==> src/rtl/button_pkg.sv <==
// Shared definitions for the button conditioner.
// Contents:
//   btn_state_t        - per-channel debounce FSM state
//   COUNT_W            - width of the per-channel stable-sample counter
//   STABLE_SAMPLES_DEF - default number of equal samples needed to accept a change
package button_pkg;

    typedef enum logic [1:0] {
        RELEASED     = 2'd0,
        PRESS_PEND   = 2'd1,
        HELD         = 2'd2,
        RELEASE_PEND = 2'd3
    } btn_state_t;

    localparam int unsigned COUNT_W            = 8;
    localparam int unsigned STABLE_SAMPLES_DEF = 4;

endpackage

==> src/rtl/button_debounce_ch.sv <==
// Single button channel: 2-flop synchronizer, debounce FSM and stable-sample
// counter with registered level / pulse outputs.
// Optional feature macro: BUTTON_RELEASE_PULSE_EN adds release_pulse.
// Ports:
//   clk_in        in  system clock, rising edge
//   reset         in  asynchronous active-high reset
//   sample_en     in  one-cycle sample strobe
//   btn_raw       in  raw asynchronous button level, 1 = pressed
//   btn_level     out debounced level (1 in HELD / RELEASE_PEND)
//   press_pulse   out one-cycle pulse after an accepted press
//   release_pulse out one-cycle pulse after an accepted release (macro only)
module button_debounce_ch
    import button_pkg::*;
#(
    parameter int unsigned STABLE_SAMPLES = STABLE_SAMPLES_DEF
) (
    input  logic clk_in,
    input  logic reset,
    input  logic sample_en,
    input  logic btn_raw,
    output logic btn_level,
    output logic press_pulse
`ifdef BUTTON_RELEASE_PULSE_EN
    ,
    output logic release_pulse
`endif
);

    localparam logic [COUNT_W-1:0] LP_STABLE = COUNT_W'(STABLE_SAMPLES);
    localparam logic [COUNT_W-1:0] LP_ONE    = COUNT_W'(1);

    logic               r_sync1;
    logic               r_sync2;
    btn_state_t         r_state;
    logic [COUNT_W-1:0] r_count;
    logic               r_level;
    logic               r_press;
`ifdef BUTTON_RELEASE_PULSE_EN
    logic               r_release;
`endif

    logic               w_synced;
    logic [COUNT_W-1:0] w_count_inc;
    logic               w_accept;

    // Synchronizer runs every clock, independent of the sample strobe.
    always_ff @(posedge clk_in or posedge reset) begin
        if (reset) begin
            r_sync1 <= 1'b0;
            r_sync2 <= 1'b0;
        end else begin
            r_sync1 <= btn_raw;
            r_sync2 <= r_sync1;
        end
    end

    assign w_synced = r_sync2;

    // Saturating increment; acceptance is judged on the incremented value so the
    // sample that makes the run STABLE_SAMPLES long is the accepting one.
    assign w_count_inc = (r_count == '1) ? r_count : r_count + LP_ONE;
    assign w_accept    = (w_count_inc >= LP_STABLE);

    always_ff @(posedge clk_in or posedge reset) begin
        if (reset) begin
            r_state   <= RELEASED;
            r_count   <= '0;
            r_level   <= 1'b0;
            r_press   <= 1'b0;
`ifdef BUTTON_RELEASE_PULSE_EN
            r_release <= 1'b0;
`endif
        end else begin
            r_press   <= 1'b0;
`ifdef BUTTON_RELEASE_PULSE_EN
            r_release <= 1'b0;
`endif
            if (sample_en) begin
                case (r_state)
                    RELEASED: begin
                        if (w_synced) begin
                            r_state <= PRESS_PEND;
                            r_count <= LP_ONE;
                        end
                    end
                    PRESS_PEND: begin
                        if (w_synced) begin
                            if (w_accept) begin
                                r_state <= HELD;
                                r_count <= '0;
                                r_level <= 1'b1;
                                r_press <= 1'b1;
                            end else begin
                                r_count <= w_count_inc;
                            end
                        end else begin
                            r_state <= RELEASED;
                            r_count <= '0;
                        end
                    end
                    HELD: begin
                        if (!w_synced) begin
                            r_state <= RELEASE_PEND;
                            r_count <= LP_ONE;
                        end
                    end
                    RELEASE_PEND: begin
                        if (!w_synced) begin
                            if (w_accept) begin
                                r_state   <= RELEASED;
                                r_count   <= '0;
                                r_level   <= 1'b0;
`ifdef BUTTON_RELEASE_PULSE_EN
                                r_release <= 1'b1;
`endif
                            end else begin
                                r_count <= w_count_inc;
                            end
                        end else begin
                            r_state <= HELD;
                            r_count <= '0;
                        end
                    end
                    default: begin
                        r_state <= RELEASED;
                        r_count <= '0;
                        r_level <= 1'b0;
                    end
                endcase
            end
        end
    end

    assign btn_level   = r_level;
    assign press_pulse = r_press;
`ifdef BUTTON_RELEASE_PULSE_EN
    assign release_pulse = r_release;
`endif

endmodule

==> src/rtl/button_conditioner.sv <==
// Multi-channel button conditioner: one independent debounce channel per
// button (synchronizer + FSM + counter in button_debounce_ch).
// Optional feature macro: BUTTON_RELEASE_PULSE_EN adds release_pulse.
// Ports:
//   clk_in        in  system clock, rising edge
//   reset         in  asynchronous active-high reset
//   sample_en     in  one-cycle sample strobe from the clock-enable divider
//   btn_raw       in  [NUM_BTN] raw button levels, 1 = pressed
//   btn_level     out [NUM_BTN] debounced levels
//   press_pulse   out [NUM_BTN] one-cycle pulse per accepted press
//   release_pulse out [NUM_BTN] one-cycle pulse per accepted release (macro only)
// Parameters:
//   NUM_BTN        number of channels
//   STABLE_SAMPLES consecutive equal samples to accept a change (2..255)
module button_conditioner
    import button_pkg::*;
#(
    parameter int unsigned NUM_BTN        = 2,
    parameter int unsigned STABLE_SAMPLES = STABLE_SAMPLES_DEF
) (
    input  logic               clk_in,
    input  logic               reset,
    input  logic               sample_en,
    input  logic [NUM_BTN-1:0] btn_raw,
    output logic [NUM_BTN-1:0] btn_level,
    output logic [NUM_BTN-1:0] press_pulse
`ifdef BUTTON_RELEASE_PULSE_EN
    ,
    output logic [NUM_BTN-1:0] release_pulse
`endif
);

    for (genvar g = 0; g < NUM_BTN; g++) begin : g_ch
        button_debounce_ch #(
            .STABLE_SAMPLES(STABLE_SAMPLES)
        ) u_ch (
            .clk_in       (clk_in),
            .reset        (reset),
            .sample_en    (sample_en),
            .btn_raw      (btn_raw[g]),
            .btn_level    (btn_level[g]),
            .press_pulse  (press_pulse[g])
`ifdef BUTTON_RELEASE_PULSE_EN
            ,
            .release_pulse(release_pulse[g])
`endif
        );
    end

endmodule
==> config.mk <==
export PLATFORM = sky130hd
export DESIGN_NAME = button_conditioner
export DESIGN_NICKNAME = d
export VERILOG_FILES = /design/src/rtl/button_pkg.sv /design/src/rtl/button_debounce_ch.sv /design/src/rtl/button_conditioner.sv
export SDC_FILE = /design/constraint.sdc
export NUM_CORES = 1
export LEC_CHECK = 0
export BUFFER_PORTS_ARGS = -buffer_cell sky130_fd_sc_hd__clkbuf_2
export CAP_MARGIN = 20
export CORE_MARGIN = 5
export CORE_UTILIZATION = 65
export CTS_BUF_LIST = sky130_fd_sc_hd__clkbuf_4
export CTS_CLUSTER_DIAMETER = 60
export CTS_CLUSTER_SIZE = 40
export DETAILED_ROUTE_END_ITERATION = 8
export PLACE_DENSITY = 0.85
export SYNTH_ARGS = -nofsm -noshare
export SYNTH_HDL_FRONTEND = slang
export SYNTH_SLANG_ARGS = --single-unit
==> constraint.sdc <==
create_clock -name clk_in -period 3.3 [get_ports clk_in]
set_input_delay 0.66 -clock clk_in [delete_from_list [all_inputs] [get_ports clk_in]]
set_output_delay 0.66 -clock clk_in [all_outputs]
set_load 0.02 [all_outputs]
== Yosys cells after proc, flatten, opt, wreduce, memory -nomap -nowiden ==
Cells that the tools add are included.
Storage, ports and cells
  flip-flop bits (word level): 28
  bits of input ports: 5
  logic and storage cells: 96
  output and inout bits: 4
Operators by class
  order comparisons: 2
  reduce and logical (&&, ||, !) cells: 10
  add/subtract/negate cells: 2
  muxes and demuxes: 46
  equal/unequal tests: 24
Operators by type and width (count)
  two-way mux 8 bit: 12
  one-hot mux 8 bit (4 select lines): 2
  two-way mux 2 bit: 12
  adder 8 x 1 -> 8 bit, second input constant: 2
  equality test 8 bit, second input constant: 2
  >= comparator 8 x 3 -> 1 bit, second input constant: 2
  two-way mux 1 bit: 16
  != test 2 x 1 -> 1 bit, second input constant: 8
  one-hot mux 2 bit (4 select lines): 2
  AND reduction 6 bit: 2
  AND reduction 5 bit: 2
  equality test 2 bit, second input constant: 4
  != test 2 bit, second input constant: 4
  != test 3 x 1 -> 1 bit, second input constant: 2
  != test 3 bit, second input constant: 2
  AND reduction 3 bit: 2
  equality test 2 x 1 -> 1 bit, second input constant: 2
  zero test 2 bit: 2
  one-hot mux 1 bit (2 select lines): 2
  nonzero test 2 bit: 2

== Depth between registers and ports, before layout ==
  depth after elaboration: 7
  depth in mapped cells: 6
  gate-level depth less buffers: 6

== By module ==
From an unflattened synthesis, not the netlist that was laid out.
Second synthesis, totals
  cells, all modules: 128
  area, all modules: 1345.0 µm²
By module, submodules not included
  button_debounce_ch (g_ch[0].u_ch): sequential area each 350.3 µm², instances 1, cells an instance 64, area an instance 674.4 µm²
  button_debounce_ch (g_ch[1].u_ch): sequential area each 350.3 µm², instances 1, cells an instance 64, area an instance 670.6 µm²

== Worst setup path before layout ==
OpenSTA, ideal clock, no wires.
  path kind: register -> register
  start: register g_ch[1].u_ch.r_count[0]
  end: register (tool-made name)
  clock period less this slack: 1.807 ns
  arrival: 1.682 ns
  buffers on the path: 0
  library setup time: 0.125 ns
  slack: 1.493 ns
  required time: 3.175 ns
  stages on the path, launching flop included: 6
  cells stage by stage: dfrtp_1 -> a211o_1 -> a2111oi_4 -> o211ai_2 -> nand3_1 -> mux2_2
RTL lines
  from (decl): RTL line button_debounce_ch.sv:35  | logic [COUNT_W-1:0] r_count;
  from (signal assigned): RTL line button_debounce_ch.sv:94  | r_count <= w_count_inc;
  from (signal assigned): RTL line button_debounce_ch.sv:117  | r_count <= w_count_inc;

==> flow_metrics.tcl <==
set metrics [dict create \
    status "finished clean" \
    placed_cells 146 \
    tightest_slew_ns 0.628 \
    wl_mm 2.04 \
    cts_tree "done" \
    antenna_cells 0 \
    synthArstFlopShare 1.00 \
    grt_use_total 0.165 \
    viasPerCell 5.69 \
    gp_congestion 0.749 \
    final_hold_viol_count 0 \
    syn_area_per_cell_um2 11.3 \
    power_density_nw_per_um2 555 \
    critPathMaxFanout 7 \
    layout.nets 132 \
    syn2layout_area_growth_pct 6.86 \
    power.leakage_nw 0.656 \
    synth_edf_count 0 \
    die-area_um2 3020 \
    critPathArrivalTime_ns 2.18 \
    setup_viol 0 \
    drt_iter0_drc 12 \
    path_class "reg -> reg" \
    final_common_cell "dfrtp_1" \
    fmax_ghz 0.510 \
    postCtsSetupBuffers 0 \
    clk_latency_ns 0.31 \
    synth-seq-cells 28 \
    critPathCaptureType "flop" \
    cts_root_buffer "clkbuf_4" \
    syn_nets 123 \
    yosysSeqAreaShare 0.533 \
    cap_violations 0 \
    setup_ws_ns 1.34 \
    cts-htree-levels 1 \
    rows 16 \
    tns_ns 0 \
    layout_common_cells "dfrtp_1, and2_1, clkbuf_2" \
    hold_buffers 0 \
    stdcell_count 150 \
    period_needed_ns 1.96 \
    slew_headroom 0.577 \
    cts.repair.resized 0 \
    ant_nets 0 \
    grt_pass1_vias 823 \
    path_clk_slew_ns 0.13 \
    final.period_utilization 0.594 \
    drv_slew 0 \
    via_count 854 \
    cts_inserted_buffers 3 \
    grt_max_degree 29 \
    hpwl_mm 1.48 \
    antenna_found_initial 0 \
    critPathLaunchType "flop" \
    hold_class "in -> async" \
    routedWlPerCell_um 13.6 \
    pre_cts_slack_ns 1.36 \
    ys_types 40 \
    synth_warnings 0 \
    io_pins 9 \
    initial_core_util 0.677 \
    cts.sinks 28 \
    drive_gt1_frac 0.179 \
    grt-ovfl-total 0 \
    drt-pass1-iter-count 4 \
    grt_pass1_wl_mm 3.53 \
    whs_ns 0.196 \
    die_h_um 55.0 \
    fin_total_pwr_w 0.000779 \
    port_buffers 8 \
    crit_required_ns 3.52 \
    skew_ns 0.00221 \
    synth_flop_cell "dfrtp_1" \
    postSynthCellCount 116 \
    drc 0 \
    syn_area_um2 1310 \
    clockBufferDepth 2 \
    rsz0062_at_grt "no" \
    core_um2 1940 \
    ir_drop_v 0.000371 \
    die_x_um 55.0 \
]
-- stage by stage --
stage | util | instance area, um^2
after floorplan | - | 1310
after global placement | 0.697 | 1350
after detailed placement | 0.697 | 1350
after CTS | 0.709 | 1380
after global routing | 0.723 | 1400
final | 0.723 | 1400
-- synthesized netlist by cell type, types with 2 or more instances --
library cell,n,share of area
o21ai_0,2,0.0076
a211oi_1,2,0.011
nor2_1,5,0.014
inv_1,6,0.017
dfrtp_1,28,0.53
buf_4,4,0.023
mux2_2,3,0.026
and4_1,2,0.013
xor2_1,2,0.013
and2_1,15,0.071
and3_1,2,0.0095
nand3_1,5,0.019
ha_1,2,0.019
nand2_1,7,0.020
a21oi_1,3,0.011
nand4_1,3,0.014
nor4_1,2,0.0095
-- report_power, final --
group	internal, W	total [W]	switching [W]
logic	0.0000884	0.000187	0.0000986
registers	0.000390	0.000458	0.0000684
clock network	0.0000427	0.000133	0.0000904
total	0.000521	0.000779	0.000257
-- state kept, by name, summed over array words and instances (netlist names), named ones only --
| register | count |
|---|---|
| g_ch.u_ch.r_sync1 | 2 |
| g_ch.u_ch.r_sync2 | 2 |
| g_ch.u_ch.btn_level | 2 |
| g_ch.u_ch.press_pulse | 2 |
| g_ch.u_ch.r_count | 16 |
| g_ch.u_ch.r_state | 2 |
-- metal layers --
layer | global-route usage | up-vias | routed length, um
met1 | 0.240 | 408 | 1040
met4 | 0.0850 | 0 | 10
met2 | 0.230 | 15 | 909
li1 | - | 429 | -
met5 | 0 | - | 0
met3 | 0.0349 | 2 | 82
-- worst paths after layout --
kind	start	end	slack [ns]	depth (start not counted)
setup reg to reg	g_ch[0].u_ch.r_count[0]	flop	1.34	6
min in group clk_in	g_ch[0].u_ch.r_sync1	g_ch[0].u_ch.r_sync2	0.37	0
hold / removal	reset	g_ch[0].u_ch.r_sync1	0.20	2
setup / recovery	g_ch[0].u_ch.r_count[0]	flop	1.34	6
hold reg to reg	g_ch[0].u_ch.r_sync1	g_ch[0].u_ch.r_sync2	0.37	0
max in group asynchronous	reset	g_ch[0].u_ch.r_count[5]	2.74	3
-- worst max-delay path, cell delays in order, from the launching register on --
cell	delay (ns)
dfrtp_1	0.47
ha_1	0.27
and4_1	0.23
a31oi_1	0.16
o31ai_1	0.12
a21oi_2	0.25
mux2_2	0.36
-- cell families after synthesis --
group,after synthesis,synth area share
simple gates,44,0.187
flops,28,0.533
compound gates,24,0.165
buf+inv,11,0.0429
mux,4,0.0333
xor+xnor,3,0.0200
fa+ha+maj,2,0.0190
-- layout make-up --
class / instances / area, um^2
Clock buffer: 3 / 22.5
Fill cell: 141 / 538
Inverter: 6 / 22.5
Multi-Input combinational cell: 77 / 557
Sequential cell: 28 / 701
Tap cell: 27 / 33.8
Timing Repair Buffer: 9 / 67.6
Note: power is estimated with default switching activity, not from simulation.
